--- config.mk ---
export PLATFORM = sky130hd
export DESIGN_NAME = usb_dev_dpdm
export DESIGN_NICKNAME = d
export VERILOG_FILES = /design/src/rtl/usb_dev_pkg.sv /design/src/rtl/usb_dev_rx.sv /design/src/rtl/usb_dev_dpdm.sv
export SDC_FILE = /design/constraint.sdc
export NUM_CORES = 1
export LEC_CHECK = 0
export ABC_AREA = 1
export CAP_MARGIN = 0
export CORE_MARGIN = 1.5
export CORE_UTILIZATION = 40
export DETAILED_ROUTE_END_ITERATION = 6
export DONT_BUFFER_PORTS = 1
export PLACE_DENSITY_LB_ADDON = 0.12
export SYNTH_ARGS = -nofsm -noshare
export SYNTH_HDL_FRONTEND = slang
export SYNTH_SLANG_ARGS = --single-unit
--- constraint.sdc ---
create_clock -name clk -period 1.95 [get_ports clk]
set_clock_uncertainty 0.2 [all_clocks]
set_input_delay 0.4875 -clock clk [delete_from_list [all_inputs] [get_ports clk]]
set_output_delay 0.4875 -clock clk [all_outputs]
set_load 0.01 [all_outputs]
--- src/rtl/usb_dev_pkg.sv ---
// Shared constants, line-state coding and FSM state types for the device DP/DM interface.
// Latency: none (definitions only).
// Backpressure: none.
package usb_dev_pkg;

  // Payload capacity in bits, not counting sync.
  localparam int MAX_BITS = 96;
  // SE0 cycles in a transmitted end-of-packet.
  localparam int EOP_SE0  = 2;
  // Sync symbols per packet.
  localparam int SYNC_LEN = 8;
  // Width of the payload length fields.
  localparam int LEN_W    = 7;

  localparam logic [LEN_W-1:0] MAX_LEN  = LEN_W'(MAX_BITS);
  localparam logic [LEN_W-1:0] EOP_LAST = LEN_W'(EOP_SE0 - 1);

  // Sync pattern J K J K J K J J; bit i is the dp level of symbol i (J=0, K=1).
  localparam logic [SYNC_LEN-1:0] SYNC_DP = 8'b0010_1010;

  typedef enum logic [1:0] {J, K, SE0, SE1} line_state_t;

  typedef enum logic [1:0] {RX_SEEK, RX_DATA, RX_WAIT_IDLE} rx_state_t;

  typedef enum logic [2:0] {TX_IDLE, TX_SYNC, TX_DATA, TX_EOP, TX_LAST} tx_state_t;

  // Classify a sampled (dp, dm) pair.
  function automatic line_state_t line_decode(input logic dp, input logic dm);
    line_state_t ls;
    case ({dp, dm})
      2'b01:   ls = J;
      2'b10:   ls = K;
      2'b00:   ls = SE0;
      default: ls = SE1;
    endcase
    return ls;
  endfunction

  // Levels {dp, dm} that put a given line state on the bus.
  function automatic logic [1:0] line_encode(input line_state_t ls);
    logic [1:0] lv;
    case (ls)
      J:       lv = 2'b01;
      K:       lv = 2'b10;
      SE0:     lv = 2'b00;
      default: lv = 2'b11;
    endcase
    return lv;
  endfunction

  // Expected line state of sync symbol idx.
  function automatic line_state_t sync_sym(input logic [2:0] idx);
    return SYNC_DP[idx] ? K : J;
  endfunction

endpackage

--- src/rtl/usb_dev_rx.sv ---
// Receive side: hunts for sync, captures payload bits one per clk, closes on SE0 EOP.
// Latency: rx_active one edge after the 8th sync symbol is sampled; rx_valid one edge after the first SE0.
// Backpressure: none; held in SEEK and inputs ignored while rx_hold (transmit) is high.
module usb_dev_rx
  import usb_dev_pkg::*;
(
  input  logic                clk,
  input  logic                rst_b,
  input  logic                dp_in,
  input  logic                dm_in,
  input  logic                rx_hold,
  output logic [MAX_BITS-1:0] rx_data,
  output logic [LEN_W-1:0]    rx_len,
  output logic                rx_valid,
  output logic                rx_ovf,
  output logic                rx_active
);

  rx_state_t   state;
  logic [2:0]  sync_cnt;
  line_state_t ls;

  assign ls = line_decode(dp_in, dm_in);

  // Sync hunt, payload capture and EOP detection.
  always_ff @(posedge clk or negedge rst_b) begin
    if (!rst_b) begin
      state     <= RX_SEEK;
      sync_cnt  <= '0;
      rx_data   <= '0;
      rx_len    <= '0;
      rx_valid  <= 1'b0;
      rx_ovf    <= 1'b0;
      rx_active <= 1'b0;
    end else begin
      rx_valid <= 1'b0;
      if (rx_hold) begin
        // Our own transmission is on the bus: do not try to receive it.
        state     <= RX_SEEK;
        sync_cnt  <= '0;
        rx_active <= 1'b0;
      end else begin
        case (state)
          RX_SEEK: begin
            if (ls == sync_sym(sync_cnt)) begin
              if (sync_cnt == 3'(SYNC_LEN - 1)) begin
                // Full sync seen: previous packet's results are discarded here.
                state     <= RX_DATA;
                sync_cnt  <= '0;
                rx_active <= 1'b1;
                rx_data   <= '0;
                rx_len    <= '0;
                rx_ovf    <= 1'b0;
              end else begin
                sync_cnt <= sync_cnt + 3'd1;
              end
            end else begin
              // Restart the hunt; the offending sample may itself open a new sync.
              sync_cnt <= (ls == sync_sym(3'd0)) ? 3'd1 : 3'd0;
            end
          end

          RX_DATA: begin
            if (ls == SE0) begin
              state     <= RX_WAIT_IDLE;
              rx_valid  <= 1'b1;
              rx_active <= 1'b0;
            end else if (rx_len == MAX_LEN) begin
              // Buffer full: keep counting nothing, just remember we lost bits.
              rx_ovf <= 1'b1;
            end else begin
              rx_data[rx_len] <= dp_in;
              rx_len          <= rx_len + 7'd1;
            end
          end

          RX_WAIT_IDLE: begin
            // Rest of the EOP; SE1 glitches do not count as idle.
            if (ls == K) state <= RX_SEEK;
          end

          default: state <= RX_SEEK;
        endcase
      end
    end
  end

endmodule

--- src/rtl/usb_dev_dpdm.sv ---
// Device-side DP/DM line interface: receive via usb_dev_rx, transmit sync + payload + SE0 EOP + idle.
// Latency: tx_start sampled at edge N puts sync symbol 0 on the bus from edge N+1; busy for 8+len+EOP_SE0+1 cycles.
// Backpressure: tx_start dropped while tx_busy or rx_active; no receive backpressure.
module usb_dev_dpdm
  import usb_dev_pkg::*;
(
  input  logic                clk,
  input  logic                rst_b,
  input  logic                dp_in,
  input  logic                dm_in,
  output logic                dp_out,
  output logic                dm_out,
  output logic                oe,
  output logic [MAX_BITS-1:0] rx_data,
  output logic [LEN_W-1:0]    rx_len,
  output logic                rx_valid,
  output logic                rx_ovf,
  output logic                rx_active,
  input  logic                tx_start,
  input  logic [MAX_BITS-1:0] tx_data,
  input  logic [LEN_W-1:0]    tx_len,
  output logic                tx_busy,
  output logic                tx_done
);

  tx_state_t           tx_state;
  logic [LEN_W-1:0]    tx_cnt;
  logic [LEN_W-1:0]    tx_len_q;
  logic [MAX_BITS-1:0] tx_buf;
  logic [LEN_W-1:0]    tx_len_clamped;
  logic                tx_accept;

  assign tx_len_clamped = (tx_len > MAX_LEN) ? MAX_LEN : tx_len;
  // A request is taken only from a quiet device: not mid-receive, not still finishing a send.
  assign tx_accept      = tx_start && !rx_active && !tx_busy;

  usb_dev_rx u_rx (
    .clk       (clk),
    .rst_b     (rst_b),
    .dp_in     (dp_in),
    .dm_in     (dm_in),
    .rx_hold   (tx_busy),
    .rx_data   (rx_data),
    .rx_len    (rx_len),
    .rx_valid  (rx_valid),
    .rx_ovf    (rx_ovf),
    .rx_active (rx_active)
  );

  // Transmit FSM; the line outputs register the symbol chosen by the current state,
  // so the bus lags the state by one cycle.
  always_ff @(posedge clk or negedge rst_b) begin
    if (!rst_b) begin
      tx_state <= TX_IDLE;
      tx_cnt   <= '0;
      tx_len_q <= '0;
      tx_buf   <= '0;
      dp_out   <= 1'b1;
      dm_out   <= 1'b0;
      oe       <= 1'b0;
      tx_busy  <= 1'b0;
      tx_done  <= 1'b0;
    end else begin
      // Output stage: drive what the present state asks for.
      tx_busy <= (tx_state != TX_IDLE);
      oe      <= (tx_state != TX_IDLE);
      tx_done <= (tx_state == TX_LAST);
      case (tx_state)
        TX_SYNC: {dp_out, dm_out} <= line_encode(sync_sym(tx_cnt[2:0]));
        TX_DATA: {dp_out, dm_out} <= {tx_buf[tx_cnt], ~tx_buf[tx_cnt]};
        TX_EOP:  {dp_out, dm_out} <= line_encode(SE0);
        default: {dp_out, dm_out} <= line_encode(K);
      endcase

      // State progression.
      case (tx_state)
        TX_IDLE: begin
          if (tx_accept) begin
            tx_state <= TX_SYNC;
            tx_cnt   <= '0;
            tx_buf   <= tx_data;
            tx_len_q <= tx_len_clamped;
          end
        end

        TX_SYNC: begin
          if (tx_cnt == LEN_W'(SYNC_LEN - 1)) begin
            tx_cnt   <= '0;
            // Empty payload skips straight to the EOP.
            tx_state <= (tx_len_q == '0) ? TX_EOP : TX_DATA;
          end else begin
            tx_cnt <= tx_cnt + 7'd1;
          end
        end

        TX_DATA: begin
          if (tx_cnt == tx_len_q - 7'd1) begin
            tx_cnt   <= '0;
            tx_state <= TX_EOP;
          end else begin
            tx_cnt <= tx_cnt + 7'd1;
          end
        end

        TX_EOP: begin
          if (tx_cnt == EOP_LAST) begin
            tx_cnt   <= '0;
            tx_state <= TX_LAST;
          end else begin
            tx_cnt <= tx_cnt + 7'd1;
          end
        end

        TX_LAST: tx_state <= TX_IDLE;

        default: tx_state <= TX_IDLE;
      endcase
    end
  end

endmodule
After elaboration in Yosys (flattened, before gate mapping). Memories as Yosys holds them, arrays and structs flattened. Cells that the tools add are included.

ROM bits: 16. Memories kept: 2. Input port bits: 108. Register bits: 228. Word-level logic and storage cells: 142. Output and inout bits: 111.

Memory list: (name not given) (words 8, width 1, rd ports 1, clocked after memory_dff 0, wr ports 0, line usb_dev_pkg.sv:53) `return SYNC_DP[idx] ? K : J;`; (name not given) (words 8, width 1, rd ports 1, clocked after memory_dff 0, wr ports 0, line usb_dev_pkg.sv:53).

$add $sub $neg: 4. Reduce and logical (&&, ||, !) cells: 23. Magnitude comparators: 6. Equal/unequal tests: 31. Bitwise logic cells: 2. Mux-type cells: 59.

Operators with widths (count): $mux 96 (4); $pmux 96 s2 (1); $bwmux 96 (1); $mux 7 (9); $pmux 7 s4 (1); $mux 3 (8); $mux 1 (19); $pmux 2 s3 (3); $lt 7x8->1 const B (2); $add 7x1->7 const B (2); $pmux 7 s2 (1); $ne 2x2->1 const B (6); $ne 3x2->1 const B (4); $pmux 3 s4 (1); $reduce_and 4->1 (3); $reduce_and 6->1 (2); $mux 2 (5); $logic_not 2->1 (4); $lt 3x4->1 const B (2); $bmux 1 s7 (1); $demux 1 s7 (1); $eq 7x1->1 const B (1); $eq 7x3->1 const B (1); $eq 7x7->1 (1); other kinds (25) (42).

Depth between registers and ports, before layout. Gate-level depths: netlist of run 1.

Word-level depth: 8. Depth in mapped cells: 15. Gate-level depth less buffers: 15.

Hierarchy. A second synthesis of run 1 with hierarchy kept.

Cell total of the unflattened synthesis: 1814. Area, all modules: 12832.3 um2.

Modules (own cells, without submodules): usb_dev_rx (times used 1, sequential area each 2777.7 um2, cells an instance 1011, area an instance 6975.4 um2); usb_dev_dpdm (times used 1, sequential area each 2929.1 um2, cells an instance 803, area an instance 5856.9 um2).

Least setup slack after synthesis of run 1. OpenSTA, ideal clock, no wires.

Kind: in2reg. Start point: input dp_in. End point: register u_rx.rx_data[0]. Setup time: 0.118 ns. Setup slack: -0.854 ns. Arrival: 2.486 ns. Data required time: 1.632 ns. Buffers on the path: 5. Stages: 14. Cell sequence: clkbuf_1 > clkbuf_1 > clkbuf_1 > inv_1 > ha_1 > nand3_2 > inv_2 > nand3_4 > o21ai_4 > buf_12 > buf_12 > o21ai_2 > nand2_1 > o21ai_2.

Longest elaborated chain between the ends: 5. Elaborated cells between the ends (all ways): 13. Classes of those cells: eq/ne: 6; mux: 5; reduce/logical: 2.

RTL lines: start: declaration (line usb_dev_dpdm.sv:9) `input logic dp_in,`; $eq 2x2->1, or another cell as far along (line usb_dev_pkg.sv:30) `case ({dp, dm})`; $pmux 2 s3 (line usb_dev_pkg.sv:30); $eq 2x2->1, on equally long branches (line usb_dev_rx.sv:64, usb_dev_rx.sv:45); $ne 2x2->1 (no line) / $ne 2x1->1 (equally long branches); $reduce_and 6->1 (no line); end signal: indexed assignment (line usb_dev_rx.sv:72) `rx_data[rx_len] <= dp_in;`; end: declaration (line usb_dev_rx.sv:12) `output logic [MAX_BITS-1:0] rx_data,`.

Parallel ways exist; a longest one is shown, timed or not. The select of a mux whose other input is x is not followed. A chain may end at the register's enable or synchronous reset.

Worst setup path after layout of run 1.
Start point: register u_rx.sync_cnt[0]. End point: register u_rx.rx_data[51].

Longest elaborated chain between the ends: 6. Elaborated cells between the ends (all ways): 8. Classes of those cells: eq/ne: 4; mux: 2; reduce/logical: 1; memory: 1.

RTL lines: start: declaration (line usb_dev_rx.sv:20) `logic [2:0] sync_cnt;`; start signal: assignment (line usb_dev_rx.sv:55) `sync_cnt <= sync_cnt + 3'd1;`; start signal: assignment (line usb_dev_rx.sv:59) `sync_cnt <= (ls == sync_sym(3'd0)) ? 3'd1 : 3'd0;`; $mem_v2 8x1; $mux 1 (not written as such) (line usb_dev_pkg.sv:53); $mux 1 (line usb_dev_pkg.sv:53); $eq 2x2->1 (line usb_dev_rx.sv:45) `if (ls == sync_sym(sync_cnt)) begin`; $ne 2x1->1 (no line); $reduce_and 6->1 (no line) (*).

Every way passes the cells marked *; elsewhere a longest branch is shown, timed or not. The select of a mux whose other input is x is not followed.

==> results of run 1 <==
[power groups by stage]
| stage | Clock [mW] | Combinational (mW) | Sequential, mW |
|---|---|---|---|
| 2_1_floorplan | 0 | 0.0864 | 4.83 |
| 3_3_place_gp | 0 | 0.116 | 4.83 |
| 3_5_place_dp | 0 | 0.117 | 4.83 |
| 4_1_cts | 5.94 | 0.289 | 4.74 |
| 5_1_grt | 6.13 | 0.319 | 4.74 |
| 6_report | 5.81 | 0.298 | 4.74 |
[logic make-up after synthesis]
kind of cell | after synthesis | share of synthesized area (%)
AO/OA/AOI/OAI | 309 | 18.1
XOR/XNOR | 7 | 0.489
buffers and inverters | 193 | 7.58
adder cells (fa/ha/maj) | 13 | 1.30
AND/OR/NAND/NOR | 828 | 27.1
flip-flops | 228 | 45.5
[how the worst max path moves through the flow]
stage | start | endpoint | cells past startpoint
after floorplan | dp_in | u_rx.rx_data[1] | 14
after global placement | dm_in | u_rx.rx_data[39] | 12
after detailed placement | dm_in | u_rx.rx_data[77] | 12
after CTS | u_rx.sync_cnt[1] | u_rx.rx_data[42] | 14
after global routing | u_rx.sync_cnt[1] | u_rx.rx_data[48] | 14
final | u_rx.sync_cnt[0] | u_rx.rx_data[51] | 13
[area by class of cell]
type	instances	share of cell area, %
Clock inverter	14	1.23
Timing Repair Buffer	225	14.8
Inverter	98	2.29
Clock buffer	38	5.08
Multi-Input combinational cell	1157	39.1
Sequential cell	228	34.5
Tap cell	396	3.00
[routing by layer]
metal,global-route usage (%),up-vias,wire [µm]
met2,37.2,300,17900
met1,30.1,5258,16600
met5,0,-,0
li1,-,5469,-
met4,6.52,0,1080
met3,4.26,62,2260
[synthesized netlist by cell type]
cell type and instances:
o21ai_4 1, nor3_1 5, clkbuf_2 5, nor3_2 1, clkinv_1 1, nor2_2 2
or2_1 1, o21ai_0 82, nand4_1 5, o21bai_1 2, nor2_4 1, buf_2 37
o21ai_2 180, or4_1 1, o22ai_1 4, clkbuf_1 39, xor2_1 7, o211ai_1 7
ha_1 13, buf_1 2, inv_1 93, nand3_1 168, o32ai_1 1, a21oi_1 12
nand3_2 3, o21ai_1 19, nand2_1 459, dfrtp_1 227, buf_6 1, a21boi_0 1
dfstp_2 1, buf_4 1, buf_12 10, inv_2 4, nor2_1 181, nand3_4 1
[registers in the layout, indices dropped and copies added (netlist names)]
signal	cells
tx_cnt	7
dm_out	1
u_rx.rx_ovf	1
tx_done	1
u_rx.rx_data	96
tx_busy	1
u_rx.sync_cnt	3
tx_buf	96
u_rx.rx_valid	1
u_rx.rx_len	7
tx_state	3
u_rx.rx_active	1
u_rx.state	2
tx_len_q	7
dp_out	1
[cell usage in the layout, fill, tap and decap left out, types with 8 or more instances in the layout]
cell type / n
inv_1: 86
clkbuf_8: 8
nor2_1: 175
dfrtp_1: 226
nand3_1: 155
nand3_2: 15
buf_12: 18
o21ai_2: 150
o21ai_4: 39
ha_1: 10
dlygate4sd3_1: 104
nand2_2: 34
nand2_1: 423
clkbuf_16: 38
o21ai_0: 65
buf_4: 83
inv_2: 8
o21ai_1: 28
[repair_timing]
| item | CTS | global route |
|---|---|---|
| setup endpoints to repair | 123 | 188 |
| setup buffers | 8 | 5 |
| gates resized for setup | 17 | 127 |
| pin swaps | 1 | 44 |
| gates cloned | 2 | 12 |
| hold endpoints to repair | 428 | 292 |
[worst reg2reg max path, cell delays in order, from the launching register on]
cell	delay [ns]
dfrtp_1	0.43
ha_4	0.18
nand2_2	0.05
o21ai_2	0.05
or2_1	0.24
nand3_2	0.07
inv_2	0.05
nand3_4	0.06
o21ai_4	0.10
buf_12	0.17
clkbuf_16	0.18
o21ai_2	0.08
nand2_1	0.08
o21ai_2	0.06
==> impl_summary.txt, run 1 <==
----------------------------------------------------
[Clock network]
  Buffers from clock root to sink, at most ... 3
  Root buffer cell ... clkbuf_16
  Clock transition time at the flip-flop clock pins of the worst setup and hold paths ... 0.06 ns
  CTS tree ... done
  Clock Latency Late Sink ... 0.55 ns
  Clock H-tree levels ... 1
  Inserted Clock Buffers ... 28
  Number of sinks on the clock net ... around 230
  CTS Hold Buffers Added ... 104

[Place]
  Placed cells ... roughly 2000
  Final weighted congestion of routability-driven global placement ... 0.827
  Count of input and output buffers ... 0
  Detail Placement HPWL ... 23400 µm
  Pre-CTS setup slack ... -0.306 ns
  Post-Place Cell Area ... 13500 µm²

[Routing]
  Ratio of routed vias to standard cells ... 5.14
  Number of DRC markers after the initial detailed-route iteration ... between 800 and 900
  Detailed Route WL ... about 38000 µm
  Number of DRC violations after detailed routing ... 18
  Length of the first detailed-routing pass in iterations ... 7
  WL/cell ... 17.6 µm
  Residual antenna-violating net count after detailed routing ... 0
  Via total after detailed routing ... 11100

[Cells and area]
  Final Cell Area ... 16500 µm²
  Count of fill cells added during filler insertion ... roughly 2800
  Post-Route Utilization ... 53.8%
  Net count of the finished layout ... around 1900
  Final instance count without filler cells ... 2156
  Share of final-layout standard cells stronger than drive strength 1 ... between 20% and 30%
  Number of antenna diodes ... 0
  Area occupied by registers ... 5710 µm²
  Area Growth Syn to Fin ... 31.8%
  Multi-input gate area ... 6470 µm²

[Timing]
  Total setup violations reported at the end of the flow ... 95
  Post-route setup TNS ... -9.03 ns
  Min Hold Slack ... -0.573 ns
  Minimum setup slack in the final design ... -0.140 ns
  Maximum achievable frequency ... 0.479 GHz
  Fin. max-slew vios ... 0
  Tightest Pin Transition ... 0.457 ns
  RSZ-0062 raised after global routing ... true
  Final clock period utilization by the worst path ... 107%
  Hold Violations, Final ... 258
  Crit path time final ... around 2.1 ns
  Normalized max-slew margin ... 69.6%

[Setup path]
  Reg2Reg Setup Slack ... -0.14 ns
  Nature of the critical path endpoint ... register
  Arrival time worst endpoint ... 2.37 ns
  Type of origin of the critical path ... register
  Dominant delay contributor by cell family on the critical path ... simple AND/OR/NAND/NOR gates
  Count of buffer and inverter cells on the critical path ... 3
  Data required time at the worst endpoint ... 2.23 ns
  Cells along the critical path ... ha_4 -> nand2_2 -> o21ai_2 -> or2_1 -> nand3_2 -> inv_2 -> nand3_4 -> o21ai_4 -> buf_12 -> clkbuf_16 -> o21ai_2 -> nand2_1 -> o21ai_2
  Standard cell with the maximum stage delay on the critical path ... dfrtp_1
  Worst reg2reg path startpoint ... u_rx.sync_cnt[0]
  Highest net fanout along the worst path ... 8
  Crit Reg-Reg Endpoint ... u_rx.rx_data[51]
  Kind of critical path ... register to register
  Max stage delay on crit path ... 0.43 ns
  Most used cell along the critical path ... o21ai_2
  Reg2Reg Depth ... 13

[Pwr]
  Power Total ... 10.9 mW
  Cell area power density ... 656 nW/µm²
  Logic pwr share ... 2.7%
  Worst-case vdd ir drop ... 1.15 mV
  Pint ... about 8.6 mW
  Switching share of total power ... 20.9%
  Static leakage power ... 7.15 nW
  Part of the power in registers ... about 44%
  Part of the power in the clock network ... 53.6%
  Net Switching ... 2.27 mW

[Synthesis]
  Net count after synthesis ... 1699
  Portion of synthesized cell area occupied by the leading cell type ... a little under half
  Gate Count Post-Synth ... 1578
  Cell area after synthesis ... 12500 µm²
  Synth Area per Inst ... 7.95 µm²
  FF+latch count, synth ... around 230
  Top post-synthesis cells by area ... dfrtp_1 (45%), nand2_1 (14%), o21ai_2 (13%), nand3_1 (6.7%), nor2_1 (5.4%)
  Sequential-to-total area share from yosys stat ... 45.5%
  Post-synth cell types ... 36
  Total number of yosys warnings ... 0
  Cell type with the highest aggregate area in the netlist ... dfrtp_1

[Hold path]
  Tightest Hold Check Type ... input pin to async pin

[Global routing]
  Initial antenna violation count ... 0
  Overflow left after global routing ... 0
  Vias in the first global route ... between 10000 and 15000
  Global routing usage summed across all routing layers ... 22.5%
  Largest net degree at the start of global routing ... 229
  Global-route wire length before repair ... 59400 µm

[Die]
  Width of the chip ... about 180 µm
  Io pins ... 219
  Die area ... 32400 µm²
  Std cell rows ... 64
  Area of the core ... 30700 µm²
  Initial cell density of the core ... roughly two fifths
  Overall die height ... between 150 and 200 µm

[Run]
  Count of maximum capacitance violations ... 0

[Status]
  Failing checks ... DRC, hold timing, setup timing
  Run status ... complete, but fails checks

----------------------------------------------------
No activity file was read; power rests on OpenSTA's default activity.
==> inputs of run 2 (changes only) <==
--- a/config.mk
+++ b/config.mk
@@ -5,7 +5,6 @@
 export SDC_FILE = /design/constraint.sdc
 export NUM_CORES = 1
 export LEC_CHECK = 0
-export ABC_AREA = 1
 export CAP_MARGIN = 0
 export CORE_MARGIN = 1.5
 export CORE_UTILIZATION = 40
==> run 2 against run 1 <==
The flow finishes with violations (hold timing, setup timing). Hold slack gained 0.031 ns. Clock-buffer cell count shrank 3. Sequential power grew 41%. Sequential share of layout area grew 1.1 points. First-iteration DRC count shrank 25%. Critical path depth shrank 3. Global-route usage shrank 0.097 points. Largest cell class unchanged. Highest routed layer unchanged.
==> impl_summary.txt, run 2 <==
----------------------------------------------------
[Setup path]
  Cells along the critical path ... buf_6 -> ha_2 -> ha_4 -> inv_2 -> o41a_1 -> buf_6 -> buf_4 -> or3_4 -> o21ai_1 -> a21oi_2
  Kind of critical path ... register to register
  Highest net fanout along the worst path ... 6 (-2)
  Data required time at the worst endpoint ... 2.17 ns (-0.06 ns)
  Count of buffer and inverter cells on the critical path ... 4 (+1)
  Max stage delay on crit path ... 0.45 ns (+0.02 ns)
  Nature of the critical path endpoint ... register
  Most used cell along the critical path ... buf_6
  Standard cell with the maximum stage delay on the critical path ... o41a_1
  Type of origin of the critical path ... register
  Dominant delay contributor by cell family on the critical path ... compound AO/OA/AOI/OAI gates
  Arrival time worst endpoint ... 2.84 ns (+0.47 ns)

[Synthesis]
  Top post-synthesis cells by area ... dfrtp_1 (52%), mux2_2 (10%), mux2i_1 (3.4%), mux4_2 (3.3%), a21oi_1 (3.0%)
  Sequential-to-total area share from yosys stat ... 52.0% (+6.5 points)
  Cell types with the highest counts after synthesis ... dfrtp_1 (227), mux2_2 (100), a21oi_1 (66), o21ai_0 (66), nand3_1 (64)
  Number of flops mapped to enable cells by yosys ... 0 (unchanged)
  Dominant register cell in the synthesized netlist ... dfrtp_1
  Post-synth cell types ... 51 (+42%)
  Net count after synthesis ... 1089 (-36%)
  FF+latch count, synth ... 228 (unchanged)
  Portion of synthesized cell area occupied by the leading cell type ... 51.8% (+6.5 points)
  Synth Area per Inst ... 11.3 µm² (+43%)
  Async set-reset flop share out of synthesis ... 100% (unchanged)
  Most frequently used cell type in the post-synthesis netlist ... dfrtp_1
  Total number of yosys warnings ... 0 (unchanged)
  Gate Count Post-Synth ... 968 (-39%)
  Cell type with the highest aggregate area in the netlist ... dfrtp_1
  Cell area after synthesis ... 11000 µm² (-13%)

[Clock network]
  CTS tree ... done
  Clock Latency Late Sink ... 0.54 ns (about the same)
  Clock transition time at the flip-flop clock pins of the worst setup and hold paths ... 0.06 ns (about the same)
  CTS Hold Buffers Added ... 104 (unchanged)
  Clock H-tree levels ... 1 (unchanged)
  Root buffer cell ... clkbuf_16
  Buffers from clock root to sink, at most ... 3 (unchanged)
  Number of sinks on the clock net ... 228 (unchanged)
  Inserted Clock Buffers ... 27 (-3.6%)

[Timing]
  Crit path time final ... 2.62 ns (+0.526 ns)
  Min Hold Slack ... -0.542 ns (+0.0308 ns)
  Total setup violations reported at the end of the flow ... 145 (+53%)
  Tightest Pin Transition ... 0.634 ns (+0.177 ns)
  Hold Violations, Final ... 228 (-12%)
  Minimum setup slack in the final design ... -0.665 ns (-0.526 ns)
  Normalized max-slew margin ... 57.6% (-12 points)
  Fin. max-slew vios ... 0 (unchanged)
  RSZ-0062 raised after global routing ... true
  Final clock period utilization by the worst path ... 134% (+27 points)
  Maximum achievable frequency ... 0.382 GHz (-20%)

[Place]
  Detail Placement HPWL ... 20600 µm (-12%)
  Count of input and output buffers ... 0 (unchanged)
  Final weighted congestion of routability-driven global placement ... 0.759 (-8.2%)
  Placed cells ... 1373 (-30%)

[Routing]
  Via total after detailed routing ... 8920 (-20%)
  WL/cell ... 22.7 µm (+29%)
  Ratio of routed vias to standard cells ... 5.68 (+10%)
  Detailed Route WL ... 35600 µm (-5.8%)
  Length of the first detailed-routing pass in iterations ... 5 (-2)
  Number of DRC violations after detailed routing ... 0 (-18)
  Number of DRC markers after the initial detailed-route iteration ... 622 (-25%)
  Residual antenna-violating net count after detailed routing ... 0 (unchanged)

[Hold path]
  Tightest Hold Check Type ... input pin to async pin

[Global routing]
  Met1 Use GR ... 33.6% (+3.4 points)
  Met3 demand-to-capacity share in global routing ... 4.93% (+0.67 points)
  Busiest metal layer after global routing ... met1
  Vias in the first global route ... 8514 (-20%)
  Overflow left after global routing ... 0 (unchanged)
  Initial antenna violation count ... 0 (unchanged)
  Met2 capacity usage during global routing ... 33.5% (-3.7 points)
  Global-route wire length before repair ... 50000 µm (-16%)
  Largest net degree at the start of global routing ... 229 (unchanged)
  Global routing usage summed across all routing layers ... 22.4% (-0.097 points)

[Cells and area]
  Top library cells by usage in the layout, fill and taps aside ... dfrtp_1 (224), buf_4 (109), dlygate4sd3_1 (103)
  Final instance count without filler cells ... 1571 (-27%)
  Net count of the finished layout ... 1330 (-28%)
  Count of fill cells added during filler insertion ... 2188 (-23%)
  Leading registers by flop count ... tx_buf (96), u_rx.rx_data (96)
  Area occupied by registers ... 5710 µm² (about the same)
  Number of antenna diodes ... 0 (unchanged)
  Area Growth Syn to Fin ... 46.4%
  Most common cell after layout, fill and taps aside ... dfrtp_1
  Share of final-layout standard cells stronger than drive strength 1 ... 42.0% (+17 points)
  Multi-input gate area ... 5810 µm² (-10%)

[Die]
  Std cell rows ... 60 (-6.3%)
  Width of the chip ... 169 µm (-6.4%)
  Die area ... 28400 µm² (-12%)
  Overall die height ... 169 µm (-6.4%)
  Io pins ... 219 (unchanged)
  Area of the core ... 27000 µm² (-12%)
  Initial cell density of the core ... 40.7% (-0.10 points)

[Status]
  Failing checks ... hold timing, setup timing
  Run status ... complete, but fails checks

[Pwr]
  Static leakage power ... 6.84 nW (-4.4%)
  Worst-case vdd ir drop ... 0.885 mV (-23%)
  Cell area power density ... 1130 nW/µm² (+73%)

[Run]
  Count of maximum capacitance violations ... 0 (unchanged)

----------------------------------------------------
## run 2: repair_timing
action,in CTS,in global routing
endpoints found under the setup margin,211,195
hold endpoints to repair,391,228
gates resized for setup,46,200
buffers inserted,4,11
gates cloned,4,28
pin swaps,13,77
## run 2: report_power, final
group	switching, mW	leakage, nW	internal, mW	total [mW]
Combinational	2.73	3.42	3.67	6.40
Sequential	0.726	2.97	5.95	6.67
Clock	2.09	0.448	3.04	5.13
Total	5.55	6.84	12.7	18.2
## run 2: routing by layer
| layer | wire length, µm | vias to the layer above |
|---|---|---|
| li1 | - | 4071 |
| met1 | 16900 | 4550 |
| met2 | 16000 | 259 |
| met3 | 2270 | 40 |
| met4 | 525 | 0 |
| met5 | 0 | - |
## run 2: logic make-up after synthesis
family / synth area share (%)
buffers and inverters: 3.50
AND/OR/NAND/NOR: 11.0
flip-flops: 52.0
multiplexers: 16.9
AO/OA/AOI/OAI: 14.0
XOR/XNOR: 1.12
adder cells (fa/ha/maj): 1.48
## run 2: path summary, 6_finish.rpt
check	startpoint	end	slack, ns	cells after the start
max in group asynchronous	rst_b	dp_out	1.76	0
worst max register to register	u_rx.sync_cnt[0]	u_rx.rx_data[86]	-0.67	10
worst min-delay path	rst_b	u_rx.rx_data[20]	-0.54	0
min in group clk	tx_len[5]	tx_len_q[4]	0.09	3
worst min register to register	tx_buf[50]	tx_buf[50]	0.30	1
worst max-delay path	u_rx.sync_cnt[0]	u_rx.rx_data[86]	-0.67	10
## run 2: stage by stage
| stage | cell area, µm² | setup slack, ns | power, mW | setup TNS [ns] | utilization [%] |
|---|---|---|---|---|---|
| finish | 16100 | -0.665 | 18.2 | -53.72 | 59.6 |
| global route | 16100 | -0.695 | 19.2 | -66.66 | 59.6 |
| CTS | 14700 | -0.583 | 17.8 | -45.15 | 54.7 |
| detailed placement | 12400 | -0.755 | 12.1 | -66.59 | 46.0 |
| global placement | 12400 | -0.716 | 12.0 | -60.44 | 46.0 |
| floorplan | 11400 | -0.880 | 10.3 | -69.26 | - |
## run 2: final cells by class
cell class | instances | area share [%]
Sequential cell | 228 | 35.6
Timing Repair Buffer | 283 | 19.6
Multi-Input combinational cell | 656 | 36.2
Clock buffer | 35 | 4.77
Tap cell | 341 | 2.66
Clock inverter | 15 | 0.896
Inverter | 13 | 0.335
==> inputs of run 3 (changes only) <==
--- a/config.mk
+++ b/config.mk
@@ -8,6 +8,7 @@
 export CAP_MARGIN = 0
 export CORE_MARGIN = 1.5
 export CORE_UTILIZATION = 40
+export CTS_CLUSTER_DIAMETER = 60
 export DETAILED_ROUTE_END_ITERATION = 6
 export DONT_BUFFER_PORTS = 1
 export PLACE_DENSITY_LB_ADDON = 0.12
==> run 3 against run 2 <==
The run still ends with hold timing, setup timing left. Non-clock buffer count is 18 higher. Cell count increased by 1.2%. Register-to-register slack improved by 0.04 ns. Sequential share of layout area down 1.5 points. Cell area up 4.4%. Core utilization increased by 2.6 points. Clock-buffer cell count increased by 2. Sequential cell count unchanged. Sequential power about the same. Largest cell class unchanged. Largest power group is now combinational cells.
==> impl_summary.txt, run 3 (synthesis gave the netlist of run 2 again) <==
----------------------------------------------------
[Pwr]
  Cell area power density ... 1120 nW/µm² (-1.6%)
  Part of the power in registers ... 35.6% (-1.1 points)
  Pint ... 13.0 mW (+2.5%)
  Power Total ... 18.7 mW (+2.7%)
  Switching share of total power ... 30.7% (+0.19 points)
  Part of the power in the clock network ... 28.0% (-0.2 points)
  Worst-case vdd ir drop ... 0.902 mV (+1.9%)
  Static leakage power ... 7.24 nW (+6.0%)
  Logic pwr share ... 36.4% (+1.3 points)
  Net Switching ... 5.74 mW (+3.4%)

[Die]
  Std cell rows ... 60 (unchanged)
  Die area ... 28400 µm² (unchanged)
  Area of the core ... 27000 µm² (unchanged)
  Initial cell density of the core ... 40.7% (unchanged)
  Overall die height ... 169 µm (unchanged)
  Io pins ... 219 (unchanged)
  Width of the chip ... 169 µm (unchanged)

[Routing]
  Uppermost metal layer occupied by signal nets ... met4
  Residual antenna-violating net count after detailed routing ... 0 (unchanged)
  Detailed Route WL ... 35900 µm (+0.82%)
  Ratio of routed vias to standard cells ... 5.69 (+0.29%)
  Met3 Routed Length ... 2620 µm (+15%)
  Number of DRC markers after the initial detailed-route iteration ... 704 (+13%)
  Length of the first detailed-routing pass in iterations ... 5 (unchanged)
  WL/cell ... 22.6 µm (-0.38%)
  Met2 layer wire length in the routed design ... 16100 µm (+0.93%)
  Number of DRC violations after detailed routing ... 0 (unchanged)
  Via total after detailed routing ... 9054 (+1.5%)
  Metal1 wirelength ... 16500 µm (-2.2%)

[Cells and area]
  Post-Route Utilization ... 62.2% (+2.6 points)
  Area Growth Syn to Fin ... 52.8%
  Leading registers by flop count ... tx_buf (96), u_rx.rx_data (96)
  Most common cell after layout, fill and taps aside ... dfrtp_1
  Share of final-layout standard cells stronger than drive strength 1 ... 46.2% (+4.2 points)
  Top library cells by usage in the layout, fill and taps aside ... dfrtp_1 (223), buf_4 (116), dlygate4sd3_1 (103)
  Net count of the finished layout ... 1348 (+1.4%)
  Final instance count without filler cells ... 1590 (+1.2%)
  Number of antenna diodes ... 0 (unchanged)

[Clock network]
  Clock transition time at the flip-flop clock pins of the worst setup and hold paths ... 0.06 ns (about the same)
  Buffers from clock root to sink, at most ... 3 (unchanged)
  Number of sinks on the clock net ... 228 (unchanged)
  Inserted Clock Buffers ... 28 (+3.7%)
  Clock H-tree levels ... 1 (unchanged)
  CTS Hold Buffers Added ... 103 (-0.96%)
  Clock Latency Late Sink ... 0.54 ns (about the same)
  CTS tree ... done
  Root buffer cell ... clkbuf_16

[Timing]
  Maximum achievable frequency ... 0.389 GHz (+1.7%)
  Normalized max-slew margin ... 29.8% (-28 points)
  Total setup violations reported at the end of the flow ... 162 (+12%)
  Hold Violations, Final ... 268 (+18%)
  Min Hold Slack ... -0.548 ns (-0.00632 ns)
  Tightest Pin Transition ... 1.05 ns (+0.419 ns)
  Fin. max-slew vios ... 0 (unchanged)
  RSZ-0062 raised after global routing ... true
  Crit path time final ... 2.57 ns (-0.0436 ns)
  Final clock period utilization by the worst path ... 132% (-2.2 points)
  Minimum setup slack in the final design ... -0.622 ns (+0.0436 ns)

[Status]
  Run status ... complete, but fails checks
  Failing checks ... hold timing, setup timing

[Setup path]
  Arrival time worst endpoint ... 2.79 ns (-0.05 ns)
  Kind of critical path ... register to register
  Highest net fanout along the worst path ... 5 (-1)
  Type of origin of the critical path ... register
  Data required time at the worst endpoint ... 2.17 ns (about the same)
  Nature of the critical path endpoint ... register

[Global routing]
  Overflow left after global routing ... 0 (unchanged)
  Vias in the first global route ... 9029 (+6.0%)
  Global routing usage summed across all routing layers ... 24.7% (+2.2 points)
  Global-route wire length before repair ... 54300 µm (+8.6%)
  Initial antenna violation count ... 0 (unchanged)
  Largest net degree at the start of global routing ... 229 (unchanged)

[Place]
  Count of input and output buffers ... 0 (unchanged)
  Final weighted congestion of routability-driven global placement ... 0.759 (unchanged)
  Pre-CTS setup slack ... -0.755 ns (unchanged)
  Detail Placement HPWL ... 20600 µm (unchanged)
  Placed cells ... 1373 (unchanged)

[Hold path]
  Tightest Hold Check Type ... input pin to async pin

[Run]
  Count of maximum capacitance violations ... 0 (unchanged)

----------------------------------------------------
[run 3: changes by cell type in the layout (fill, tap and decap cells not counted), moves of 10 or more]
cell       previous run  this run
o21ai_4               0        13
o21ai_1              26         7
o21ai_0              30        18
clkbuf_16            44        34
buf_12               20        31
o21ai_2              10        28
[run 3: cell type report]
| type | count | area (µm²) |
|---|---|---|
| Multi-Input combinational cell | 655 | 6230 |
| Clock buffer | 37 | 816 |
| Tap cell | 341 | 427 |
| Fill cell | 2061 | 10200 |
| Sequential cell | 228 | 5710 |
| Clock inverter | 15 | 126 |
| Inverter | 13 | 58.8 |
| Timing Repair Buffer | 301 | 3390 |
[run 3: power by group through the flow]
stage,clock network (mW),registers [mW],logic (mW)
2_1_floorplan,0,6.52,3.82
3_3_place_gp,0,6.67,5.32
3_5_place_dp,0,6.70,5.37
4_1_cts,5.33,6.63,6.28
5_1_grt,5.52,6.81,7.31
6_report,5.23,6.66,6.82
[run 3: final timing paths]
kind	from	endpoint	slack, ns	cells past startpoint
min	rst_b	u_rx.rx_data[20]	-0.55	0
max in group asynchronous	rst_b	u_rx.state[0]	1.24	0
max	u_rx.sync_cnt[0]	u_rx.rx_data[45]	-0.62	12
min reg2reg	tx_buf[50]	tx_buf[50]	0.30	1
max reg2reg	u_rx.sync_cnt[0]	u_rx.rx_data[45]	-0.62	12
min in group clk	dp_in	u_rx.rx_data[58]	-0.08	2
[run 3: metal layers]
metal | vias to the layer above | GRT usage, %
met5 | - | 0
met4 | 0 | 5.43
met3 | 56 | 5.61
met2 | 314 | 37.4
met1 | 4575 | 36.1
li1 | 4109 | -
[run 3: what timing repair did]
action	CTS	global route
setup buffers	20	22
cloned	24	5
gates resized for setup	209	162
pin swaps	91	94
endpoints found under the setup margin	212	226
endpoints found under the hold margin	391	288
[run 3: critical path: stages, from the launching register on]
cell and delay (ns):
dfrtp_1 0.42, ha_4 0.18, mux2i_4 0.18, xor2_2 0.10, buf_4 0.15, o41ai_4 0.19
buf_4 0.18, buf_12 0.11, buf_8 0.11, nand3_4 0.13, buf_8 0.19, o21ai_0 0.19
a21oi_1 0.10
[run 3: through the flow]
step / hold slack, ns / setup TNS [ns] / cell area [µm²]
2_1_floorplan: -0.00809 / -69.26 / 11400
3_3_place_gp: 0.00201 / -60.44 / 12400
3_5_place_dp: 0.00176 / -66.59 / 12400
4_1_cts: -0.571 / -74.65 / 15800
5_1_grt: -0.571 / -71.65 / 16800
6_report: -0.548 / -56.64 / 16800
